File: config.mk
export PLATFORM = sky130hd
export DESIGN_NAME = lstm_gate_postproc
export DESIGN_NICKNAME = d
export VERILOG_FILES = /design/src/rtl/lstm_gate_postproc.sv
export SDC_FILE = /design/constraint.sdc
export NUM_CORES = 1
export LEC_CHECK = 0
export CORE_ASPECT_RATIO = 1.25
export CORE_MARGIN = 2
export CORE_UTILIZATION = 40
export CTS_BUF_LIST = sky130_fd_sc_hd__clkbuf_8 sky130_fd_sc_hd__clkbuf_16
export CTS_CLUSTER_SIZE = 24
export DETAILED_ROUTE_END_ITERATION = 10
export PLACE_DENSITY_LB_ADDON = 0.1
export SLEW_MARGIN = 20
export SYNTH_ARGS = -nofsm -noshare
export SYNTH_HDL_FRONTEND = slang
export SYNTH_SLANG_ARGS = --single-unit
File: constraint.sdc
create_clock -name clk -period 12.1 [get_ports clk]
set_input_delay 2.42 -clock clk [delete_from_list [all_inputs] [get_ports clk]]
set_output_delay 2.42 -clock clk [all_outputs]
set_load 0.02 [all_outputs]
File: src/rtl/lstm_gate_postproc.sv
// rtl/lstm_gate_postproc.sv - LSTM gate back-end: Z_x/Z_h pairing, round/saturate, bias add, hard activation
module lstm_gate_postproc #(
  parameter int DATA_W   = 16,
  parameter int FRAC     = 10,
  parameter int ACC_W    = 32,
  parameter int ACC_FRAC = 20,
  parameter int N_ELEM   = 100,
  parameter int XF_DEPTH = 8,
  parameter int BADDR_W  = 7
) (
  input  logic               clk,
  input  logic               rst,
  input  logic               start,
  input  logic [1:0]         mode,
  input  logic               cell_done,
  input  logic               x_valid,
  input  logic [ACC_W-1:0]   x_data,
  output logic               x_full,
  input  logic               h_valid,
  input  logic [ACC_W-1:0]   h_data,
  output logic               h_ready,
  output logic               bias_rd_en,
  output logic [BADDR_W-1:0] bias_addr,
  input  logic [DATA_W-1:0]  bias_data,
  output logic               out_valid,
  input  logic               out_ready,
  output logic [DATA_W-1:0]  out_data,
  output logic               done,
  output logic               err_ovf
);
  localparam int SH   = ACC_FRAC - FRAC;
  localparam int XA_W = $clog2(XF_DEPTH);

  localparam logic [1:0] S_IDLE  = 2'd0;
  localparam logic [1:0] S_RUN   = 2'd1;
  localparam logic [1:0] S_DRAIN = 2'd2;
  localparam logic [1:0] S_DONE  = 2'd3;

  localparam logic [ACC_W:0]    RND    = (ACC_W+1)'(1) << (SH-1);
  localparam logic [ACC_W:0]    R_MAX  = {{(ACC_W+2-DATA_W){1'b0}}, {(DATA_W-1){1'b1}}};
  localparam logic [ACC_W:0]    R_MIN  = {{(ACC_W+2-DATA_W){1'b1}}, {(DATA_W-1){1'b0}}};
  localparam logic [DATA_W-1:0] D_MAX  = {1'b0, {(DATA_W-1){1'b1}}};
  localparam logic [DATA_W-1:0] D_MIN  = {1'b1, {(DATA_W-1){1'b0}}};
  localparam logic [DATA_W-1:0] ONE    = DATA_W'(1) << FRAC;
  localparam logic [DATA_W-1:0] NEG_ONE = -ONE;
  localparam logic [DATA_W:0]   ONE_W  = (DATA_W+1)'(1) << FRAC;
  localparam logic [DATA_W:0]   HALF_W = (DATA_W+1)'(1) << (FRAC-1);

  logic [1:0]         state_q, state_d;
  logic [1:0]         mode_q;
  logic [BADDR_W-1:0] cnt_q;
  logic [ACC_W-1:0]   xf_mem_q [XF_DEPTH];
  logic [XA_W:0]      wr_ptr_q, rd_ptr_q;
  logic               err_q;
  logic               s1_v_q, s2_v_q, out_v_q;
  logic [ACC_W-1:0]   s1_sum_q;
  logic [DATA_W-1:0]  r_q, b_q, out_q;

  logic               x_empty, push, adv, accept;
  logic [ACC_W-1:0]   x_head;
  logic [ACC_W:0]     r_ext, r_full;
  logic [DATA_W-1:0]  r_sat, s_sat, act;
  logic [DATA_W:0]    sb, sg_sh, sg;

  assign x_empty    = wr_ptr_q == rd_ptr_q;
  assign x_full     = (wr_ptr_q[XA_W] != rd_ptr_q[XA_W]) &&
                      (wr_ptr_q[XA_W-1:0] == rd_ptr_q[XA_W-1:0]);
  assign x_head     = xf_mem_q[rd_ptr_q[XA_W-1:0]];
  assign adv        = !out_v_q || out_ready;
  // cell_done withholds acceptance so no Z_h is silently lost during the clear
  assign h_ready    = (state_q == S_RUN) && !x_empty && adv && !cell_done;
  assign accept     = h_ready && h_valid;
  assign push       = x_valid && !x_full && !cell_done;
  assign bias_rd_en = accept;
  assign bias_addr  = cnt_q;
  assign out_valid  = out_v_q;
  assign out_data   = out_q;
  assign done       = state_q == S_DONE;
  assign err_ovf    = err_q;

  assign r_ext  = {s1_sum_q[ACC_W-1], s1_sum_q} + RND;
  assign r_full = $signed(r_ext) >>> SH;

  always_comb begin
    r_sat = r_full[DATA_W-1:0];
    if ($signed(r_full) > $signed(R_MAX)) r_sat = D_MAX;
    else if ($signed(r_full) < $signed(R_MIN)) r_sat = D_MIN;
  end

  assign sb = {r_q[DATA_W-1], r_q} + {b_q[DATA_W-1], b_q};

  always_comb begin
    s_sat = sb[DATA_W-1:0];
    if (sb[DATA_W] != sb[DATA_W-1]) s_sat = sb[DATA_W] ? D_MIN : D_MAX;
    sg_sh = $signed({s_sat[DATA_W-1], s_sat}) >>> 2;
    sg    = sg_sh + HALF_W;
    case (mode_q)
      2'd0: begin
        if (sg[DATA_W]) act = '0;
        else if (sg > ONE_W) act = ONE;
        else act = sg[DATA_W-1:0];
      end
      2'd1: begin
        if ($signed(s_sat) > $signed(ONE)) act = ONE;
        else if ($signed(s_sat) < $signed(NEG_ONE)) act = NEG_ONE;
        else act = s_sat;
      end
      default: act = s_sat;
    endcase
  end

  always_comb begin
    state_d = state_q;
    case (state_q)
      S_IDLE:  if (start) state_d = S_RUN;
      S_RUN:   if (accept && cnt_q == BADDR_W'(N_ELEM-1)) state_d = S_DRAIN;
      // leave once the final result is being taken this cycle
      S_DRAIN: if (!s1_v_q && !s2_v_q && (!out_v_q || out_ready)) state_d = S_DONE;
      default: state_d = S_IDLE;
    endcase
  end

  always_ff @(posedge clk) begin
    if (push) xf_mem_q[wr_ptr_q[XA_W-1:0]] <= x_data;
  end

  always_ff @(posedge clk or posedge rst) begin
    if (rst) begin
      state_q  <= S_IDLE;
      mode_q   <= 2'd0;
      cnt_q    <= '0;
      wr_ptr_q <= '0;
      rd_ptr_q <= '0;
      err_q    <= 1'b0;
      s1_v_q   <= 1'b0;
      s2_v_q   <= 1'b0;
      out_v_q  <= 1'b0;
      s1_sum_q <= '0;
      r_q      <= '0;
      b_q      <= '0;
      out_q    <= '0;
    end else if (cell_done) begin
      state_q  <= S_IDLE;
      cnt_q    <= '0;
      wr_ptr_q <= '0;
      rd_ptr_q <= '0;
      err_q    <= 1'b0;
      s1_v_q   <= 1'b0;
      s2_v_q   <= 1'b0;
      out_v_q  <= 1'b0;
      out_q    <= '0;
    end else begin
      state_q <= state_d;
      if (push) wr_ptr_q <= wr_ptr_q + 1'b1;
      if (accept) rd_ptr_q <= rd_ptr_q + 1'b1;
      if (x_valid && x_full) err_q <= 1'b1;
      if (state_q == S_IDLE && start) begin
        cnt_q  <= '0;
        mode_q <= mode;
      end else if (accept) begin
        cnt_q <= cnt_q + 1'b1;
      end
      if (adv) begin
        s1_v_q  <= accept;
        s2_v_q  <= s1_v_q;
        out_v_q <= s2_v_q;
        if (accept) s1_sum_q <= x_head + h_data;
        if (s1_v_q) begin
          r_q <= r_sat;
          b_q <= bias_data;
        end
        if (s2_v_q) out_q <= act;
      end
    end
  end
endmodule

After elaboration in Yosys (flattened, before gate mapping) --
Memory sizes are Yosys's and may differ from the RTL's. Cells that the tools add are included.
Word-level totals: memories kept 1, bits in writable memories 256, logic and storage cells 105, register bits after elaboration 103, input bits 89
Operators by class: reductions and logical operators 32, magnitude comparators 5, muxes and demuxes 34, $add $sub $neg 7, eq/ne operators 12, bitwise gates (word level) 1
Memories:
- xf_mem_q | words 8, width 32, rd ports 1, clocked after memory_dff 0, write ports 1, line 52 | logic [ACC_W-1:0] xf_mem_q [XF_DEPTH];
Operators with widths (number):
- 16-bit two-way mux | 11
- 32-bit by 11-bit adder with 33-bit output, second input constant | 1
- 32-bit adder | 1
- 16-bit case mux with 2 select lines | 1
- 23-bit by 16-bit greater-than comparator with 1-bit output, second input constant | 1
- 23-bit by 16-bit < comparator with 1-bit output, second input constant | 1
- 7-bit two-way mux | 3
- 16-bit by 16-bit adder with 17-bit output | 1
- 17-bit by 11-bit greater-than comparator with 1-bit output, second input constant | 1
- 16-bit by 12-bit greater-than comparator with 1-bit output, second input constant | 1
- 16-bit by 11-bit < comparator with 1-bit output, second input constant | 1
- 4-bit two-way mux | 4
- 14-bit by 11-bit adder with 15-bit output, second input constant | 1
- 1-bit logical AND | 12
- 1-bit two-way mux | 10
- 2-bit nonzero test | 5
- 3-bit AND reduction | 3
- 4-bit by 1-bit adder with 4-bit output, second input constant | 2
- 2-bit two-way mux | 4
- 7-bit by 1-bit adder with 7-bit output, second input constant | 1
- 7-bit equality test, second input constant | 1
- 1-bit logical NOT | 6
- 3-bit inequality test, second input constant | 2
- 2-bit case mux with 3 select lines | 1
- 11 further kinds | 16

Logic depth before layout (Yosys ltp) --
Gate-level depths: netlist of the first run.
word-level depth 11, depth in mapped cells 16, gate-level depth less buffers 16

Worst setup path before layout of the first run --
Ideal clock, no wire load.
path kind input to register, start point input port x_valid, end point memory xf_mem_q[6][0] (enable), cell stages on the path 3, path slack 5.822 ns, arrival 5.777 ns, buffers on the path 1, required time 11.598 ns, setup time 0.502 ns, cell sequence nand2b_1 > clkbuf_1 > nor4_1
On the way: word-level cells in the longest chain between the ends 4
RTL lines:
- from (decl) | line 16 | input logic x_valid,
- 1-bit logical AND (2 in a row) | line 73 | assign push = x_valid && !x_full && !cell_done;
- 1-bit two-way mux | line 124 | if (push) xf_mem_q[wr_ptr_q[XA_W-1:0]] <= x_data;
- 1-bit two-way mux (implied by the code) | line 124
- to (decl) | line 52
Every way passes these cells.

Worst setup path in the final report of the first run --
start point input port cell_done, end point output port bias_rd_en
On the way: word-level cells in the longest chain between the ends 3
RTL lines:
- from (decl) | line 15 | input logic cell_done,
- 1-bit logical NOT | line 71 | assign h_ready = (state_q == S_RUN) && !x_empty && adv && !cell_done;
- 1-bit logical AND | line 71
- 1-bit logical AND | line 72 | assign accept = h_ready && h_valid;
- to (decl) | line 22 | output logic bias_rd_en,
Every way passes these cells.

==> results.sh, run 1 <==
export IMPL_cell_internal_pwr_uw=2690
export IMPL_detail_route_iter0_violations=537
export IMPL_port_buffers=117
export IMPL_post_cts_resize_count=0
export IMPL_clkLatencyLatePin_ps=560
export IMPL_cts_hold_repair_buffers=0
export IMPL_max_cap_violations=0
export IMPL_worst_hold_slack_ps=480
export IMPL_drt_pass1_iter_count=5
export IMPL_die_area_sq_mm=0.0432
export IMPL_setup_worst_path_start_class="input port"
export IMPL_drt_antenna_violating_nets=0
export IMPL_clkSlewWorstSetupHoldPaths_ps=50
export IMPL_reg2regPathDepth=13
export IMPL_largest_driver_fanout_on_the_critical_path=55
export IMPL_area_growth_synth_to_final_pct=19.5
export IMPL_multi_input_area_sq_mm=0.00634
export IMPL_grtUsageTotal_pct=18.2
export IMPL_tritoncts="done"
export IMPL_grt_util_met1_pct=21.2
export IMPL_timing_slew_headroom_pct=36.4
export IMPL_placement_setup_worst_slack_ps=4750
export IMPL_post_synth_instance_area_sq_mm=0.0166
export IMPL_largest_voltage_drop_on_the_vdd_net_uv=131
export IMPL_post_synth_fa_ha_maj_area_fraction_pct=4.33
export IMPL_worst_path_max_delay_cell="sky130_fd_sc_hd__clkdlybuf4s50_1"
export IMPL_h_tree_depth=2
export IMPL_worst_ep_required_time_ps=9680
export IMPL_grtUsageMet2_pct=33.9
export IMPL_worst_path_buf_inv=5
export IMPL_switching_share_pct=32.9
export IMPL_fp_dieH_microns=232
export IMPL_top_level_ports=118
export IMPL_fraction_of_the_mapped_netlist_area_in_compound_gates_pct=9.57
export IMPL_globalplace_congestion=0.903
export IMPL_rsz0062_at_grt="false"
export IMPL_setup_violations_final=0
export IMPL_floorplan_die_width_microns=186
export IMPL_cts_root_buf="sky130_fd_sc_hd__clkbuf_16"
export IMPL_synth_enable_flop_cells=256
export IMPL_async_reset_ff_share_pct=26.9
export IMPL_antenna_found_initial=4
export IMPL_synthMuxAreaShare_pct=11.1
export IMPL_power_frac_comb_pct=30.6
export IMPL_diodes=0
export IMPL_max_clock_freq_mhz=136
export IMPL_clockPowerShare_pct=32.0
export IMPL_drive_above_1_share_pct=15.0
export IMPL_power_density_mw_per_mm2=202
export IMPL_largest_family_of_logic_cells_by_synthesized_area="multiplexers"
export IMPL_timing_hold_worst_endpoint="b_q[2]"
export IMPL_num_nets_final=1480
export IMPL_critical_path_reg2reg_endpoint="s1_sum_q[26]"
export IMPL_hp_start="b_q[2]"
export IMPL_endpoint_kind="primary output"
export IMPL_leakagePower_uw=0.00730
export IMPL_net_switching_power_uw=1320
export IMPL_worstReg2RegStart="rd_ptr_q[0]"
export IMPL_hold_class="reg -> reg"
export IMPL_place_detailed_hpwl_mm=25.1
export IMPL_final_fill_count=3607
export IMPL_slowest_delay_ps=690
export IMPL_detailroute_via_count=10400
export IMPL_transition_at_the_pin_with_the_smallest_max_transition_slack_ps=950
export IMPL_finalHoldViolCount=0
export IMPL_regToRegSetupSlack_ps=6410
export IMPL_clock_sinks=350
export IMPL_synth_ff_latch_count=350
export IMPL_drc=0
export IMPL_yosys_area_share_simple_pct=10.1
export IMPL_cts_post_setup_buffers_inserted=0
export IMPL_core_area_sq_mm=0.0410
export IMPL_critPathKind="in -> out"
export IMPL_globalRouteOverflowTotal=0
export IMPL_synth_top_flop_cell="sky130_fd_sc_hd__edfxtp_1"
export IMPL_netlist_instances=1206
export IMPL_final_setup_skew_ps=16.5
export IMPL_clock_tree_buffer_depth=3
export IMPL_starting_utilization_of_the_core_area_pct=40.5
export IMPL_synth_seq_area_share_pct=60.4
export IMPL_layout_worst_path_cycle_share_pct=60.7
export IMPL_rows=83
export IMPL_final_max_slew_viol_count=0
export IMPL_wire_length_of_the_first_global_routing_pass_mm=60.7
export IMPL_seq_power_share_pct=37.5
export IMPL_synth_xor_xnor_area_share_pct=2.74
export IMPL_grt_max_degree=62
export IMPL_yosys_cell_types_count=81
export IMPL_synth_warning_count=0
export IMPL_wl_mm=38.7
export IMPL_data_arrival_at_the_endpoint_of_the_critical_path_ps=4920
export IMPL_avgViaCountPerCell=5.41
export IMPL_grt_pass1_vias=10600
export IMPL_grt_met3_usage_pct=3.93
export IMPL_finalCriticalPeriod_ps=7340
export IMPL_hold_depth=2
export IMPL_postSynthAreaPerCell_sq_um=13.8
export IMPL_status="finished clean"
export IMPL_crit_family="buffers and inverters"
export IMPL_worst_slack_ps=4760
export IMPL_syn_nets=1352
export IMPL_cells_along_the_critical_path="clkdlybuf4s50_1, buf_4, nor2_1, o211a_1, nand2_1, buf_4, inv_2, clkdlybuf4s50_1"
export IMPL_global_route_peak_usage_layer="met2"
export IMPL_regArea_sq_mm=0.0100
export IMPL_totalNegativeSetupSlack_ps=0
export IMPL_wl_per_cell_microns=20.2
export IMPL_cts_buffers=40
-- logic make-up (layout without fill, tap and decap cells) --
| logic type | count (synthesis) | after routing |
|---|---|---|
| DFF | 350 | 350 |
| buffers and inverters | 72 | 231 |
| and+or+nand+nor | 347 | 347 |
| muxes | 103 | 103 |
| xor gates and xnor gates | 52 | 52 |
| AOI/OAI and AO/OA | 225 | 225 |
| adders and majority gates | 57 | 57 |
-- flip-flops by register name, indices dropped and copies added (netlist names) --
name / flops
xf_mem_q: 256
bias_addr: 7
out_data: 16
wr_ptr_q: 4
r_q: 16
s2_v_q: 1
out_valid: 1
state_q: 2
rd_ptr_q: 4
s1_v_q: 1
b_q: 16
err_ovf: 1
mode_q: 2
s1_sum_q: 23
-- power groups by stage --
stage	clock network [uW]	registers, uW	logic, uW
2_1_floorplan	0	1490	929
3_3_place_gp	0	1530	1220
3_5_place_dp	0	1530	1220
4_1_cts	1320	1500	1230
5_1_grt	1360	1520	1370
6_report	1280	1500	1220
-- worst min-delay path, cell delays in order (launching register included) --
cell and delay, ps:
sky130_fd_sc_hd__dfrtp_1 340, sky130_fd_sc_hd__nand2_1 50, sky130_fd_sc_hd__nand2_1 50
-- how the worst max path moves through the flow --
stage                     end       from  slack (ps)  cells after the start
6_report           bias_rd_en  cell_done        4760                      8
5_1_grt            bias_rd_en  out_ready        4590                      8
2_1_floorplan  xf_mem_q[6][0]    x_valid        5820                      3
4_1_cts            bias_rd_en  cell_done        4730                      8
3_3_place_gp       bias_rd_en  cell_done        4770                      8
3_5_place_dp       bias_rd_en  cell_done        4750                      8
-- final cells by class --
cell class                 instances  share of cell area [%]
sequential                       350                    50.6
multi-input combinational        784                    31.9
inverter                          22                   0.428
timing repair buffer             136                    6.61
clock buffer                      40                    5.04
clock inverter                    33                    2.01
tap                              552                    3.48
-- layout by cell type, fill, tap and decap left out, types with 14 or more instances in the layout --
cell type,n
sky130_fd_sc_hd__edfxtp_1,256
sky130_fd_sc_hd__nand2_1,127
sky130_fd_sc_hd__clkdlybuf4s50_1,117
sky130_fd_sc_hd__dfrtp_1,91
sky130_fd_sc_hd__nor2_1,68
sky130_fd_sc_hd__mux4_2,62
sky130_fd_sc_hd__ha_1,56
sky130_fd_sc_hd__a21oi_1,47
sky130_fd_sc_hd__o21ai_0,43
sky130_fd_sc_hd__clkbuf_16,40
sky130_fd_sc_hd__nand3_1,34
sky130_fd_sc_hd__mux2_2,32
sky130_fd_sc_hd__xnor2_1,26
sky130_fd_sc_hd__xor2_1,26
sky130_fd_sc_hd__inv_1,24
sky130_fd_sc_hd__a21o_1,21
sky130_fd_sc_hd__buf_4,19
sky130_fd_sc_hd__nor3_1,15
sky130_fd_sc_hd__o22a_1,15
sky130_fd_sc_hd__nand4_1,14
sky130_fd_sc_hd__o211ai_1,14
sky130_fd_sc_hd__and3_1,14
-- stage by stage --
step / util [%] / power (uW) / cells / area (sq um)
final: 48.4 / 4010 / 1917 / 19900
after global routing: 48.4 / 4250 / 1917 / 19900
after CTS: 48.4 / 4050 / 1917 / 19900
after detailed placement: 45.0 / 2750 / 1844 / 18500
after global placement: 45.0 / 2750 / 1844 / 18500
after floorplan: - / 2410 / 1206 / 16600
-- routing by layer --
metal	share of wire [%]	routed length [microns]
met1	40	15400
met2	54	20800
met3	4.7	1820
met4	1.7	667
met5	0.14	55
-- synthesized netlist by cell type, types with 3 or more instances --
library cell / instances / area share, %
sky130_fd_sc_hd__a211oi_1: 7 / 0.32
sky130_fd_sc_hd__a21o_1: 21 / 0.95
sky130_fd_sc_hd__a21oi_1: 48 / 1.4
sky130_fd_sc_hd__a221o_1: 9 / 0.54
sky130_fd_sc_hd__a221oi_1: 4 / 0.21
sky130_fd_sc_hd__a22o_1: 7 / 0.37
sky130_fd_sc_hd__a31oi_1: 7 / 0.26
sky130_fd_sc_hd__a32oi_1: 3 / 0.16
sky130_fd_sc_hd__and2_1: 12 / 0.45
sky130_fd_sc_hd__and3_1: 14 / 0.53
sky130_fd_sc_hd__and4_1: 5 / 0.26
sky130_fd_sc_hd__buf_1: 14 / 0.32
sky130_fd_sc_hd__buf_2: 4 / 0.12
sky130_fd_sc_hd__clkbuf_1: 29 / 0.65
sky130_fd_sc_hd__dfrtp_1: 94 / 14
sky130_fd_sc_hd__edfxtp_1: 256 / 46
sky130_fd_sc_hd__ha_1: 56 / 4.2
sky130_fd_sc_hd__inv_1: 20 / 0.45
sky130_fd_sc_hd__mux2_2: 32 / 2.2
sky130_fd_sc_hd__mux2i_1: 9 / 0.54
sky130_fd_sc_hd__mux4_2: 62 / 8.4
sky130_fd_sc_hd__nand2_1: 127 / 2.9
sky130_fd_sc_hd__nand2b_1: 5 / 0.19
sky130_fd_sc_hd__nand3_1: 34 / 1.0
sky130_fd_sc_hd__nand3b_1: 4 / 0.18
sky130_fd_sc_hd__nand4_1: 14 / 0.53
sky130_fd_sc_hd__nor2_1: 69 / 1.6
sky130_fd_sc_hd__nor2b_1: 9 / 0.34
sky130_fd_sc_hd__nor3_1: 16 / 0.48
sky130_fd_sc_hd__nor3b_1: 4 / 0.18
sky130_fd_sc_hd__nor4_1: 3 / 0.11
sky130_fd_sc_hd__o211a_1: 4 / 0.24
sky130_fd_sc_hd__o211ai_1: 14 / 0.63
sky130_fd_sc_hd__o21a_1: 5 / 0.23
sky130_fd_sc_hd__o21ai_0: 43 / 1.3
sky130_fd_sc_hd__o21ai_1: 4 / 0.12
sky130_fd_sc_hd__o21bai_1: 4 / 0.18
sky130_fd_sc_hd__o22a_1: 15 / 0.79
sky130_fd_sc_hd__o31ai_1: 3 / 0.14
sky130_fd_sc_hd__or2_2: 4 / 0.15
sky130_fd_sc_hd__or3_1: 9 / 0.34
sky130_fd_sc_hd__xnor2_1: 26 / 1.4
sky130_fd_sc_hd__xor2_1: 26 / 1.4
Power figures use the tool's default switching activity.
==> run 2, diff against run 1 <==
==> constraint.sdc (replaced) <==
create_clock -name clk -period 7.38 [get_ports clk]
set_input_delay 1.476 -clock clk [delete_from_list [all_inputs] [get_ports clk]]
set_output_delay 1.476 -clock clk [all_outputs]
set_load 0.02 [all_outputs]
==> run 2 against run 1 <==
Against the previous run: clock skew is 4.1 ps lower; routed wire length increased by 0.82%; count of clock-buffer cells in the layout down 1; clock power rose by 44%; via count down 0.60%; final cell count fell by 0.16%; worst hold slack improved by 0.86 ps; first-iteration DRC count is 1.1% higher; global-route usage is essentially flat; non-clock buffer count unchanged; largest cell class unchanged; largest power group unchanged.
==> results.sh, run 2 (synthesized netlist as in run 1, its figures left out) <==
export IMPL_status="finished clean"
export IMPL_core_area_sq_mm=0.0410
export IMPL_finalCriticalPeriod_ps=5100
export IMPL_starting_utilization_of_the_core_area_pct=40.5
export IMPL_final_common_cell="sky130_fd_sc_hd__edfxtp_1"
export IMPL_cts_root_buf="sky130_fd_sc_hd__clkbuf_16"
export IMPL_clockPowerShare_pct=29.2
export IMPL_setup_violations_final=0
export IMPL_max_cap_violations=0
export IMPL_detail_route_iter0_violations=543
export IMPL_clkSlewWorstSetupHoldPaths_ps=50
export IMPL_num_nets_final=1479
export IMPL_setup_worst_path_start_class="input port"
export IMPL_clock_tree_buffer_depth=3
export IMPL_power_density_mw_per_mm2=320
export IMPL_rsz0062_at_grt="false"
export IMPL_globalplace_congestion=0.865
export IMPL_avgViaCountPerCell=5.38
export IMPL_detailroute_via_count=10300
export IMPL_drt_antenna_violating_nets=0
export IMPL_cts_post_setup_buffers_inserted=0
export IMPL_clkLatencyLatePin_ps=540
export IMPL_port_buffers=117
export IMPL_hold_class="reg -> reg"
export IMPL_drive_above_1_share_pct=14.4
export IMPL_layout_worst_path_cycle_share_pct=69.1
export IMPL_wl_per_cell_microns=20.4
export IMPL_layout_common_cells="sky130_fd_sc_hd__edfxtp_1, sky130_fd_sc_hd__nand2_1, sky130_fd_sc_hd__clkdlybuf4s50_1, sky130_fd_sc_hd__dfrtp_1, sky130_fd_sc_hd__nor2_1"
export IMPL_endpoint_kind="primary output"
export IMPL_rows=83
export IMPL_leakagePower_uw=0.00723
export IMPL_timing_slew_headroom_pct=31.1
export IMPL_top_level_ports=118
export IMPL_grtUsageTotal_pct=18.2
export IMPL_h_tree_depth=2
export IMPL_switching_share_pct=33.8
export IMPL_drc=0
export IMPL_seq_power_share_pct=39.1
export IMPL_cts_buffers=39
export IMPL_grt_max_degree=57
export IMPL_grt_pass1_vias=10700
export IMPL_place_detailed_hpwl_mm=25.4
export IMPL_wire_length_of_the_first_global_routing_pass_mm=61.0
export IMPL_largest_register_ff_count=256
export IMPL_drt_pass1_iter_count=5
export IMPL_cts_hold_repair_buffers=0
export IMPL_final_max_slew_viol_count=0
export IMPL_stdcell_count=1914
export IMPL_power_frac_comb_pct=31.7
export IMPL_floorplan_die_width_microns=186
export IMPL_fp_dieH_microns=232
export IMPL_totalNegativeSetupSlack_ps=0
export IMPL_antenna_found_initial=3
export IMPL_critPathKind="in -> out"
export IMPL_post_cts_resize_count=0
export IMPL_cell_internal_pwr_uw=4170
export IMPL_max_clock_freq_mhz=196
export IMPL_data_arrival_at_the_endpoint_of_the_critical_path_ps=3620
export IMPL_worst_ep_required_time_ps=5900
export IMPL_die_area_sq_mm=0.0432
export IMPL_area_growth_synth_to_final_pct=18.3
export IMPL_largest_driver_fanout_on_the_critical_path=21
export IMPL_tritoncts="done"
export IMPL_placement_setup_worst_slack_ps=2260
export IMPL_worst_slack_ps=2280
export IMPL_transition_at_the_pin_with_the_smallest_max_transition_slack_ps=1030
export IMPL_net_switching_power_uw=2130
export IMPL_largest_voltage_drop_on_the_vdd_net_uv=199
export IMPL_globalRouteOverflowTotal=0
export IMPL_dp_cells=1844
export IMPL_final_setup_skew_ps=12.3
export IMPL_clock_sinks=350
export IMPL_wl_mm=39.0
export IMPL_finalHoldViolCount=0
[run 2: changes by cell type in the layout (fill, tap and decap cells not counted), moves of 2 or more]
cell                         change
sky130_fd_sc_hd__bufinv_16       -6
sky130_fd_sc_hd__clkinv_1        +2
sky130_fd_sc_hd__clkinv_2        +2
sky130_fd_sc_hd__clkinvlp_4      -4
sky130_fd_sc_hd__inv_1           +3
[run 2: final timing paths]
check	depth (start not counted)	startpoint	end	slack (ps)
max	7	cell_done	bias_rd_en	2280
min	2	b_q[0]	b_q[0]	480
max reg2reg	12	rd_ptr_q[0]	s1_sum_q[25]	2360
min reg2reg	2	b_q[0]	b_q[0]	480
max in group asynchronous	3	rst	rd_ptr_q[0]	4880
min in group asynchronous	2	rst	bias_addr[6]	1320
[run 2: metrics by stage]
step | hold slack [ps] | util (%) | power [uW] | cell area, sq um
6_report | 481 | 48.0 | 6310 | 19700
5_1_grt | 509 | 48.0 | 6680 | 19700
4_1_cts | 484 | 48.0 | 6380 | 19700
3_5_place_dp | 470 | 45.0 | 4510 | 18500
3_3_place_gp | 466 | 45.0 | 4500 | 18500
2_1_floorplan | 450 | - | 3960 | 16600
[run 2: area by class of cell]
| class | count | area, sq um |
|---|---|---|
| repair buffers | 136 | 1310 |
| clock inverters | 30 | 225 |
| inverters | 22 | 85.1 |
| diodes | 1 | 2.50 |
| clock buffers | 39 | 976 |
| flip-flops and latches | 350 | 10000 |
| well taps | 552 | 691 |
| multi-input cells | 784 | 6340 |
| fillers | 3633 | 21300 |
[run 2: critical path: stages]
cell,delay [ps]
sky130_fd_sc_hd__clkdlybuf4s50_1,410
sky130_fd_sc_hd__buf_4,220
sky130_fd_sc_hd__nor2_1,250
sky130_fd_sc_hd__o211a_1,220
sky130_fd_sc_hd__nand2_1,80
sky130_fd_sc_hd__inv_2,260
sky130_fd_sc_hd__clkdlybuf4s50_1,700
[run 2: metal layers]
metal | part of all wire, % | vias to the layer above | GRT usage (%) | wire length [microns]
met5 | 0.12 | - | 0 | 46
met2 | 52 | 174 | 33.3 | 20200
met4 | 2.7 | 6 | 5.85 | 1060
li1 | - | 4915 | - | -
met3 | 3.8 | 72 | 3.37 | 1500
met1 | 42 | 5137 | 21.7 | 16300
[run 2: power by group through the flow]
stage / clock, uW / sequential (uW) / combinational [uW]
floorplan: 0 / 2440 / 1520
global placement: 0 / 2510 / 1990
detailed placement: 0 / 2510 / 2000
CTS: 1900 / 2470 / 2010
global route: 1960 / 2500 / 2220
finish: 1840 / 2470 / 2000
==> run 3, diff against run 2 <==
==> constraint.sdc (replaced) <==
create_clock -name clk -period 4.46 [get_ports clk]
set_input_delay 0.892 -clock clk [delete_from_list [all_inputs] [get_ports clk]]
set_output_delay 0.892 -clock clk [all_outputs]
set_load 0.02 [all_outputs]
==> run 3 against run 2 <==
Against the previous run: register-to-register slack lost 2200 ps; sequential cell count is the same; critical path depth grew 9; cell area grew 1.7%; count of clock-buffer cells in the layout grew 1; first-iteration DRC count shrank 7.2%; clock power grew 74%; worst setup slack lost 2100 ps; sequential share of layout area shrank 0.87 points; global-route usage is essentially flat; die area is the same; non-clock buffer count grew 18; highest routed layer unchanged.
==> results.sh, run 3 (synthesized netlist as in run 1, its figures left out) <==
export IMPL_setup_worst_path_start_class="register"
export IMPL_wl_mm=39.8
export IMPL_drt_antenna_violating_nets=0
export IMPL_regArea_sq_mm=0.0100
export IMPL_worst_hold_slack_ps=483
export IMPL_grtUsageTotal_pct=18.2
export IMPL_final_setup_skew_ps=22.5
export IMPL_layout_worst_path_cycle_share_pct=95.5
export IMPL_globalRouteOverflowTotal=0
export IMPL_finalHoldViolCount=0
export IMPL_fp_dieH_microns=232
export IMPL_core_area_sq_mm=0.0410
export IMPL_cts_hold_repair_buffers=0
export IMPL_grt_pass1_vias=10700
export IMPL_max_clock_freq_mhz=235
export IMPL_cts_root_buf="sky130_fd_sc_hd__clkbuf_16"
export IMPL_diodes=0
export IMPL_endpoint_kind="register"
export IMPL_status="finished clean"
export IMPL_critPathKind="reg -> reg"
export IMPL_cts_buffers=38
export IMPL_clkSlewWorstSetupHoldPaths_ps=60
export IMPL_rows=83
export IMPL_wire_length_of_the_first_global_routing_pass_mm=60.7
export IMPL_hold_class="reg -> reg"
export IMPL_detail_route_iter0_violations=504
export IMPL_data_arrival_at_the_endpoint_of_the_critical_path_ps=4730
export IMPL_globalplace_congestion=0.871
export IMPL_largest_driver_fanout_on_the_critical_path=5
export IMPL_transition_at_the_pin_with_the_smallest_max_transition_slack_ps=927
export IMPL_tritoncts="done"
export IMPL_place_detailed_hpwl_mm=26.1
export IMPL_clock_tree_buffer_depth=3
export IMPL_layout_common_cells="sky130_fd_sc_hd__edfxtp_1, sky130_fd_sc_hd__nand2_1, sky130_fd_sc_hd__clkdlybuf4s50_1, sky130_fd_sc_hd__dfrtp_1, sky130_fd_sc_hd__nor2_1"
export IMPL_h_tree_depth=2
export IMPL_largest_register_ff_count=256
export IMPL_wl_per_cell_microns=20.6
export IMPL_timing_slew_headroom_pct=38.0
export IMPL_drive_above_1_share_pct=16.3
export IMPL_worst_slack_ps=201
export IMPL_max_cap_violations=0
export IMPL_finalCriticalPeriod_ps=4260
export IMPL_avgViaCountPerCell=5.39
export IMPL_detailroute_via_count=10400
export IMPL_largest_voltage_drop_on_the_vdd_net_uv=303
export IMPL_leakagePower_uw=0.00736
export IMPL_final_common_cell="sky130_fd_sc_hd__edfxtp_1"
export IMPL_drt_pass1_iter_count=4
export IMPL_floorplan_die_width_microns=186
export IMPL_final_fill_count=3598
export IMPL_multi_input_area_sq_mm=0.00642
export IMPL_num_nets_final=1498
export IMPL_placement_setup_worst_slack_ps=99.3
export IMPL_worst_ep_required_time_ps=4930
export IMPL_clock_sinks=350
export IMPL_setup_violations_final=0
export IMPL_die_area_sq_mm=0.0432
export IMPL_final_max_slew_viol_count=0
export IMPL_starting_utilization_of_the_core_area_pct=40.5
export IMPL_antenna_found_initial=2
export IMPL_area_growth_synth_to_final_pct=20.4
export IMPL_clkLatencyLatePin_ps=540
export IMPL_grt_max_degree=69
export IMPL_drc=0
export IMPL_power_density_mw_per_mm2=540
export IMPL_port_buffers=117
export IMPL_top_level_ports=118
## run 3: changes by cell type in the layout (fill, tap and decap cells not counted), moves of 2 or more
cell                         before  now
sky130_fd_sc_hd__inv_1           27   24
sky130_fd_sc_hd__bufinv_16        3    5
sky130_fd_sc_hd__clkinv_1        10    6
sky130_fd_sc_hd__clkinvlp_4       0    2
sky130_fd_sc_hd__buf_4           19   33
sky130_fd_sc_hd__buf_12           0    3
## run 3: timing repair
action / 4_1_cts / 5_1_grt
pin swaps: 0 / 3
buffers inserted: 0 / 1
gates resized for setup: 1 / 10
gates cloned: 0 / 2
setup endpoints to repair: 1 / 18
## run 3: layout make-up
type                    count  area share (%)
flip-flops and latches    350            50.2
well taps                 552            3.45
clock buffers              40            4.94
inverters                  22           0.425
repair buffers            154            7.51
multi-input cells         786            32.1
clock inverters            28            1.41
## run 3: critical path, cell delays in order, from the launching register on
cell and delay, ps:
sky130_fd_sc_hd__dfrtp_1 380, sky130_fd_sc_hd__ha_1 250, sky130_fd_sc_hd__fa_1 420, sky130_fd_sc_hd__a21o_1 200, sky130_fd_sc_hd__a211o_1 360, sky130_fd_sc_hd__o21a_1 250, sky130_fd_sc_hd__a221o_1 400, sky130_fd_sc_hd__o21bai_4 210
sky130_fd_sc_hd__nor2_1 90, sky130_fd_sc_hd__nand3_1 100, sky130_fd_sc_hd__ha_1 310, sky130_fd_sc_hd__inv_1 160, sky130_fd_sc_hd__nand3_1 130, sky130_fd_sc_hd__a2111oi_4 390, sky130_fd_sc_hd__o31a_2 260, sky130_fd_sc_hd__a21boi_1 170
sky130_fd_sc_hd__a221o_1 110
## run 3: power by group
| group | switching, uW | internal [uW] | total (uW) |
|---|---|---|---|
| logic | 2080 | 1460 | 3550 |
| registers | 264 | 3790 | 4060 |
| clock network | 1310 | 1900 | 3210 |
| total | 3650 | 7160 | 10800 |
## run 3: final timing paths
kind | from | endpoint | slack, ps | cells after the start
setup / recovery | r_q[0] | out_data[0] | 200 | 16
hold / removal | b_q[0] | b_q[0] | 480 | 2
setup reg to reg | r_q[0] | out_data[0] | 200 | 16
hold reg to reg | b_q[0] | b_q[0] | 480 | 2
max in group asynchronous | rst | b_q[6] | 2660 | 3
min in group asynchronous | rst | bias_addr[5] | 890 | 2
## run 3: layer usage
layer,part of all wire (%),GRT usage (%),up-vias
met2,52,33.8,218
met5,0.068,0,-
li1,-,-,4959
met1,41,21.3,5156
met3,4.1,3.22,82
met4,2.8,6.23,4
## run 3: stage by stage
stage,util (%),TNS (ps),total power [uW],instances,area [sq um]
5_1_grt,48.8,-7.14,11500,1932,20000
3_5_place_dp,45.4,0,7560,1861,18600
4_1_cts,48.5,0,10800,1929,19900
6_report,48.8,0,10800,1932,20000
2_1_floorplan,-,-1300,6550,1206,16600
3_3_place_gp,45.4,0,7540,1861,18600
